[src/rtl/alu_arbiter_pkg.sv]
// alu_arbiter_pkg: shared FSM state type, ALU function codes and default width for alu_arbiter.
package alu_arbiter_pkg;
  localparam int DEFAULT_WIDTH = 32;
  localparam logic [3:0] F_AND  = 4'b0000;
  localparam logic [3:0] F_OR   = 4'b0001;
  localparam logic [3:0] F_ADD  = 4'b0010;
  localparam logic [3:0] F_SUB  = 4'b0110;
  localparam logic [3:0] F_SLT  = 4'b0111;
  localparam logic [3:0] F_SLTU = 4'b1111;
  typedef enum logic [1:0] {IDLE, EXEC, RESP} state_e;
endpackage

[src/rtl/alu.sv]
// alu: combinational AND/OR/add/sub/signed and unsigned set-less-than; undefined codes yield 0.
module alu
  import alu_arbiter_pkg::*;
#(
  parameter int WIDTH = DEFAULT_WIDTH
) (
  input  logic [WIDTH-1:0] a,
  input  logic [WIDTH-1:0] b,
  input  logic [3:0]       f,
  output logic [WIDTH-1:0] y,
  output logic             zero
);
  always_comb begin
    y = f == F_AND  ? a & b :
        f == F_OR   ? a | b :
        f == F_ADD  ? a + b :
        f == F_SUB  ? a - b :
        f == F_SLT  ? {{(WIDTH-1){1'b0}}, $signed(a) < $signed(b)} :
        f == F_SLTU ? {{(WIDTH-1){1'b0}}, a < b} : '0;
    zero = y == '0;
  end
endmodule

[src/rtl/alu_arbiter.sv]
// alu_arbiter: two requesters share one alu through an IDLE/EXEC/RESP FSM.
// Define ALU_ARBITER_RR_EN for round-robin contention; default is fixed priority to requester 0.
module alu_arbiter
  import alu_arbiter_pkg::*;
#(
  parameter int WIDTH = DEFAULT_WIDTH
) (
  input  logic                  clk,
  input  logic                  reset,
  input  logic [1:0]            req_valid,
  output logic [1:0]            req_ready,
  input  logic [1:0][WIDTH-1:0] req_a,
  input  logic [1:0][WIDTH-1:0] req_b,
  input  logic [1:0][3:0]       req_f,
  output logic [1:0]            rsp_valid,
  input  logic [1:0]            rsp_ready,
  output logic [WIDTH-1:0]      rsp_y,
  output logic                  rsp_zero,
  output logic                  busy
);
  state_e state_q, state_d;
  logic [WIDTH-1:0] a_q, a_d, b_q, b_d, y_q, y_d, alu_y;
  logic [3:0] f_q, f_d;
  logic owner_q, owner_d, last_grant_q, last_grant_d, zero_q, zero_d, alu_zero, gnt, hs;
`ifdef ALU_ARBITER_RR_EN
  assign gnt = &req_valid ? ~last_grant_q : req_valid[1];
`else
  assign gnt = ~req_valid[0];
`endif
  alu #(.WIDTH(WIDTH)) u_alu (.a(a_q), .b(b_q), .f(f_q), .y(alu_y), .zero(alu_zero));
  always_comb begin
    hs = reset && state_q == IDLE && req_valid[gnt];
    req_ready = hs ? 2'b01 << gnt : 2'b00;
    rsp_valid = state_q == RESP ? 2'b01 << owner_q : 2'b00;
    busy = state_q != IDLE;
    rsp_y = y_q;
    rsp_zero = zero_q;
    state_d = hs ? EXEC :
              state_q == EXEC ? RESP :
              state_q == RESP && rsp_ready[owner_q] ? IDLE : state_q;
    a_d = hs ? req_a[gnt] : a_q;
    b_d = hs ? req_b[gnt] : b_q;
    f_d = hs ? req_f[gnt] : f_q;
    owner_d = hs ? gnt : owner_q;
    last_grant_d = hs ? gnt : last_grant_q;
    y_d = state_q == EXEC ? alu_y : y_q;
    zero_d = state_q == EXEC ? alu_zero : zero_q;
  end
  always_ff @(posedge clk) begin
    if (!reset) begin
      state_q <= IDLE;
      a_q <= '0;
      b_q <= '0;
      f_q <= '0;
      owner_q <= 1'b0;
      last_grant_q <= 1'b1;
      y_q <= '0;
      zero_q <= 1'b0;
    end else begin
      state_q <= state_d;
      a_q <= a_d;
      b_q <= b_d;
      f_q <= f_d;
      owner_q <= owner_d;
      last_grant_q <= last_grant_d;
      y_q <= y_d;
      zero_q <= zero_d;
    end
  end
endmodule

[config.mk]
export PLATFORM = sky130hd
export DESIGN_NAME = alu_arbiter
export DESIGN_NICKNAME = d
export VERILOG_FILES = /design/src/rtl/alu_arbiter_pkg.sv /design/src/rtl/alu.sv /design/src/rtl/alu_arbiter.sv
export SDC_FILE = /design/constraint.sdc
export NUM_CORES = 1
export LEC_CHECK = 0
export CAP_MARGIN = 0
export CORE_MARGIN = 2
export CORE_UTILIZATION = 54
export DETAILED_ROUTE_END_ITERATION = 8
export HOLD_SLACK_MARGIN = 0.05
export PLACE_DENSITY = 0.83
export SKIP_CTS_REPAIR_TIMING = 1
export SYNTH_ARGS = -nofsm -noshare
export SYNTH_HDL_FRONTEND = slang
export SYNTH_SLANG_ARGS = --single-unit
export TNS_END_PERCENT = 20
[constraint.sdc]
create_clock -name clk -period 4.4 [get_ports clk]
set_input_delay 0.88 -clock clk [delete_from_list [all_inputs] [get_ports clk]]
set_output_delay 0.88 -clock clk [all_outputs]
set_load 0.02 [all_outputs]
Word-level counts from Yosys, hierarchy flattened
Cells that the tools add are included.
{"block": "op_classes", "reduce_logical": 10, "eq_ne": 7, "shift": 2, "addsub": 2, "bitwise_logic": 4, "muxes": 21, "magnitude_cmp": 4}
{"operator": "$mux 32", "n": 9}
{"operator": "$lt 32x32->1", "n": 2}
{"operator": "$add 32x32->32", "n": 1}
{"operator": "$and 32x32->32", "n": 1}
{"operator": "$logic_not 32->1", "n": 1}
{"operator": "$or 32x32->32", "n": 1}
{"operator": "$sub 32x32->32", "n": 1}
{"operator": "$eq 4x3->1 const B", "n": 2}
{"operator": "$mux 2", "n": 4}
{"operator": "$mux 4", "n": 2}
{"operator": "$mux 1", "n": 6}
{"operator": "$eq 4x1->1 const B", "n": 1}
{"operator": "$eq 4x2->1 const B", "n": 1}
{"operator": "$eq 4x4->1 const B", "n": 1}
{"operator": "$logic_not 4->1", "n": 1}
{"operator": "$lt 1x2->1 const B", "n": 2}
{"operator": "$reduce_bool 2->1", "n": 2}
{"operator": "$shl 1x1->2 const A", "n": 2}
{"operator": "$logic_and 1x1->1", "n": 3}
{"operator": "$reduce_bool 3->1", "n": 1}
{"operator": "$eq 2x1->1 const B", "n": 1}
{"operator": "$eq 2x2->1 const B", "n": 1}
{"operator": "$logic_not 2->1", "n": 1}
{"operator": "$not 1->1", "n": 2}
{"operator": "$reduce_or 2->1", "n": 1}
{"block": "word_totals", "register_bits": 104, "inputBits": 142, "out_inout_bits": 38, "elab_cells": 58}

Longest topological paths before layout
{"block": "logic_depth", "word_depth": 8, "ltp_mapped": 16, "depth_no_buf": 16}

Modules after synthesis
From an unflattened synthesis, not the netlist that was laid out.
{"block": "hier_totals", "cells_unflattened": 1351, "area_unflattened_um2": 10207.3}
{"module": "alu", "instances": 1, "seq_area_each_um2": 0.0, "area_each_um2": 5739.3, "cells_per_inst": 875}
{"module": "alu_arbiter", "instances": 1, "seq_area_each_um2": 2082.0, "area_each_um2": 4468.0, "cells_per_inst": 476}

Worst setup path before layout
OpenSTA, ideal clock, no wires.
{"block": "synth_timing", "path_kind": "flip-flop to flip-flop", "start": "reg a_q[0]", "end": "reg zero_q, in the netlist rsp_zero", "stages_incl_launch_ff": 15, "synth_period_minus_slack_ns": 3.478, "path_buffers": 0, "t_arrival_ns": 3.394, "setup_ns": 0.084, "required_ns": 4.316, "setup_slack_ns": 0.922, "path_cell_list": "dfxtp_1 > ha_1 > fa_1 > a21oi_1 > o221ai_2 > a22oi_2 > inv_2 > o31a_1 > a21o_1 > a21oi_2 > xnor2_1 > a221oi_1 > nand3_1 > or4b_1 > o31ai_2"}
{"block": "synth_via", "elab_chain_len": 8, "elab_cells_between_ends": 13, "cone_classes": "add/sub (2); order compare (2); mux (6); bitwise (2); reduce/logical (1)"}
{"element": "from (decl)", "line": "alu_arbiter.sv:22", "source": "logic [WIDTH-1:0] a_q, a_d, b_q, b_d, y_q, y_d, alu_y;"}
{"element": "from (signal assigned)", "line": "alu_arbiter.sv:52", "source": "a_q <= '0;"}
{"element": "from (signal assigned)", "line": "alu_arbiter.sv:61", "source": "a_q <= a_d;"}
{"element": "$lt 32x32->1", "line": "alu.sv:19", "source": "f == F_SLTU ? {{(WIDTH-1){1'b0}}, a < b} : '0;"}
{"element": "$mux 1", "line": "alu.sv:19"}
{"element": "$mux 32", "line": "alu.sv:18", "source": "f == F_SLT ? {{(WIDTH-1){1'b0}}, $signed(a) < $signed(b)} :"}
{"element": "$mux 32", "line": "alu.sv:17", "source": "f == F_SUB ? a - b :"}
{"element": "$mux 32", "line": "alu.sv:16", "source": "f == F_ADD ? a + b :"}
{"element": "$mux 32", "line": "alu.sv:15", "source": "f == F_OR ? a | b :"}
{"element": "$mux 32 *", "line": "alu.sv:14", "source": "y = f == F_AND ? a & b :"}
{"element": "$logic_not 32->1 *", "line": "alu.sv:20", "source": "zero = y == '0;"}
{"element": "to (signal assigned)", "line": "alu_arbiter.sv:67", "source": "zero_q <= zero_d;"}
{"element": "to (decl)", "line": "alu_arbiter.sv:24", "source": "logic owner_q, owner_d, last_grant_q, last_grant_d, zero_q, zero_d, alu_zero, gnt, hs;"}
Every way passes the cells marked *; elsewhere a longest branch is shown, timed or not.
A chain may end at the register's enable or synchronous reset.

Worst setup path after layout
{"block": "layout_timing", "start": "reg a_q[6]", "end": "reg zero_q, in the netlist rsp_zero"}
Same word-level chain as after synthesis.

==> impl_metrics.tcl <==
set metrics [dict create \
    period_share_pct 94.88 \
    setup_ws_ns 0.2254 \
    max_freq_ghz 0.2395 \
    hold_viol 0 \
    rsz0062_at_grt "no" \
    synthFlopType "dfxtp_1" \
    clkLatencyLatePin_ns 0.37 \
    cts.clk_slew.worst_paths_ns 0.08 \
    slowest_stage "ha_1" \
    grt_pass1_vias 8948 \
    clock-sinks 104 \
    num_vias 9528 \
    irDropWorstVdd_mv 0.2081 \
    htree_num_levels 3 \
    via_per_inst 6.053 \
    setup_viol 0 \
    grt_pass1_wl_um 48950 \
    endpoint_kind "register" \
    coreArea_um2 16700 \
    rrSetupSlack_ns 0.23 \
    die_w_um 135.2 \
    grt_start_max_net_pins 93 \
    holdPathStages 2 \
    final_design_area_no_fill_um2 11610 \
    first_pass_iters 5 \
    path_max_fanout 12 \
    async_flop_share_pct 0 \
    syn_to_final_growth_pct 24.93 \
    min_from "rsp_y[21]$_SDFFE_PN0P_" \
    ys_ff_latch 104 \
    place_congestion 1.025 \
    hold_class "register to register" \
    nNetsFinal 1589 \
    slew_violations 0 \
    initial_core_util_pct 55.63 \
    cp_cell_sequence "inv_1 -> ha_1 -> a21oi_1 -> o21ai_0 -> a22oi_1 -> o21ai_1 -> mux2i_1 -> and4bb_2 -> nand4_1 -> nor4_1 -> nand4_1 -> nor4_2 -> or4b_1 -> o31ai_2" \
    powerDensity_nw_per_um2 332.7 \
    cts_tree "built" \
    min_to "rsp_y[21]$_SDFFE_PN0P_" \
    row_count 47 \
    synth.distinct_cells 79 \
    ant_nets 0 \
    skew_ns 0.01465 \
    numCtsBuffers 9 \
    cpPeakStageDelay_ns 0.52 \
    num_io_pins 180 \
    syn_inst 1210 \
    grt_overflow 0 \
    routed_wl_um 31380 \
    post-route-min-period_ns 4.175 \
    crit_arrival_ns 4.46 \
    leakage_nw 4.689 \
    tns_ns 0 \
    syn_avg_cell_area_um2 7.678 \
    layout_commonest_cell "clkdlybuf4s50_1" \
    worstSetupStartpointType "register" \
    die_y_um 135.2 \
    r2r-end "rsp_zero$_SDFFE_PN0P_" \
    synth_edf_count 0 \
    synth-seq-area-share_pct 22.41 \
    crit_top_cell "nand4_1" \
    ys_warn_count 0 \
    drc 0 \
    worstMarginPinSlew_ns 1.114 \
    maxSlewHeadroom_pct 25.51 \
    antenna_found_initial 0 \
    dp.cells 1557 \
    grt_usage_pct 34.43 \
    clk_root_buffer_cell "clkbuf_16" \
    cp_data_required_time_ns 4.69 \
    synth_nets 1450 \
    maxCapViolations 0 \
    reg2reg_depth 14 \
    layout-drive-gt1-share_pct 6.869 \
    pre_cts_ws_ns 0.2426 \
    numPortBuffers 179 \
    synth_area_um2 9290 \
    die-area_um2 18270 \
    drt_iter0_drc 738 \
    run_status "finished, final reports clean" \
    worstReg2RegStart "a_q[6]$_SDFFE_PN0P_" \
    critPathKind "register to register" \
    antenna_cells 0 \
    detailed_place_hpwl_um 25080 \
    cts_buffer_depth 2 \
    mostFrequentLayoutCells "178 x clkdlybuf4s50_1, 137 x nor2_1, 117 x inv_1" \
    dpl_cell_area_um2 11260 \
    layout.cells.non_filler 1574 \
    routedWlPerCell_um 19.93 \
    final_util_pct 69.49 \
]
==> cells in the mapped netlist (12+ instances only) <==
master,instances,area (um^2)
o211ai_1,19,142.6
a211oi_1,72,540.5
ha_1,96,1201
mux2i_1,93,930.9
clkbuf_1,56,210.2
o21ai_0,65,325.3
inv_1,117,439.2
a21oi_1,76,380.4
nor3_1,18,90.09
dfxtp_1,104,2082
nor2_1,137,514.2
nand3_1,36,180.2
nand4_1,12,75.07
xnor2_1,22,192.7
buf_2,16,80.08
nand2_1,70,262.8
==> worst max-delay path: cells and delay by family, from the launching register on <==
kind / cells / cell delay, ns
buffers and inverters: 1 / 0.07
multiplexers: 1 / 0.36
AND/OR/NAND/NOR: 6 / 1.70
flip-flops: 1 / 0.44
adder cells (fa/ha/maj): 1 / 0.52
AO/OA/AOI/OAI: 5 / 1.01
==> stage by stage <==
stage | hold WS (ns) | total power [mW]
4_1_cts | 0.4694 | 3.805
5_1_grt | 0.4985 | 4.073
6_report | 0.4767 | 3.861
2_1_floorplan | 0.4680 | 2.370
3_3_place_gp | 0.4384 | 2.989
3_5_place_dp | 0.4586 | 3.010
==> power by group <==
part / switching, mW / internal [mW]
Sequential: 0.104 / 1.05
Clock: 0.397 / 0.407
Combinational: 1.13 / 0.775
==> state kept, by name, indices dropped and copies added (netlist names) <==
signal / count
a_q: 32
b_q: 32
rsp_y: 32
f_q: 4
state_q: 2
owner_q: 1
rsp_zero: 1
==> worst max-delay path by stage <==
stage	from	endpoint	slack, ns	cells past startpoint
3_3_place_gp	a_q[1]$_SDFFE_PN0P_	rsp_zero$_SDFFE_PN0P_	0.35	14
5_1_grt	b_q[0]$_SDFFE_PN0P_	rsp_zero$_SDFFE_PN0P_	0.01	15
2_1_floorplan	a_q[0]$_SDFFE_PN0P_	rsp_zero$_SDFFE_PN0P_	0.92	14
3_5_place_dp	a_q[5]$_SDFFE_PN0P_	rsp_zero$_SDFFE_PN0P_	0.24	14
4_1_cts	a_q[5]$_SDFFE_PN0P_	rsp_zero$_SDFFE_PN0P_	0.21	14
6_report	a_q[6]$_SDFFE_PN0P_	rsp_zero$_SDFFE_PN0P_	0.23	14
==> layer usage <==
metal	up-vias	GRT usage, %	wire [um]
li1	4571	-	-
met1	4410	50.94	14590
met2	494	51.18	13160
met3	53	6.472	2901
met4	0	9.201	719
met5	-	0	0
==> cell type report <==
class | instances | area (um^2)
Clock buffer | 10 | 239.0
Fill cell | 1463 | 5095
Inverter | 119 | 446.7
Sequential cell | 104 | 2085
Timing Repair Buffer | 210 | 2022
Tap cell | 220 | 275.3
Multi-Input combinational cell | 905 | 6487
Clock inverter | 6 | 51.30
==> cell families (layout without fill, tap and decap cells) <==
| kind of cell | count (synthesis) | after routing | share of synthesized area (%) |
|---|---|---|---|
| mux | 99 | 99 | 10.75 |
| xor+xnor | 29 | 29 | 2.734 |
| simple gates | 330 | 330 | 16.27 |
| flops | 104 | 104 | 22.41 |
| buf+inv | 201 | 345 | 8.498 |
| compound gates | 349 | 349 | 25.98 |
| fa+ha+maj | 98 | 98 | 13.36 |
Note: power is estimated with default switching activity, not from simulation.
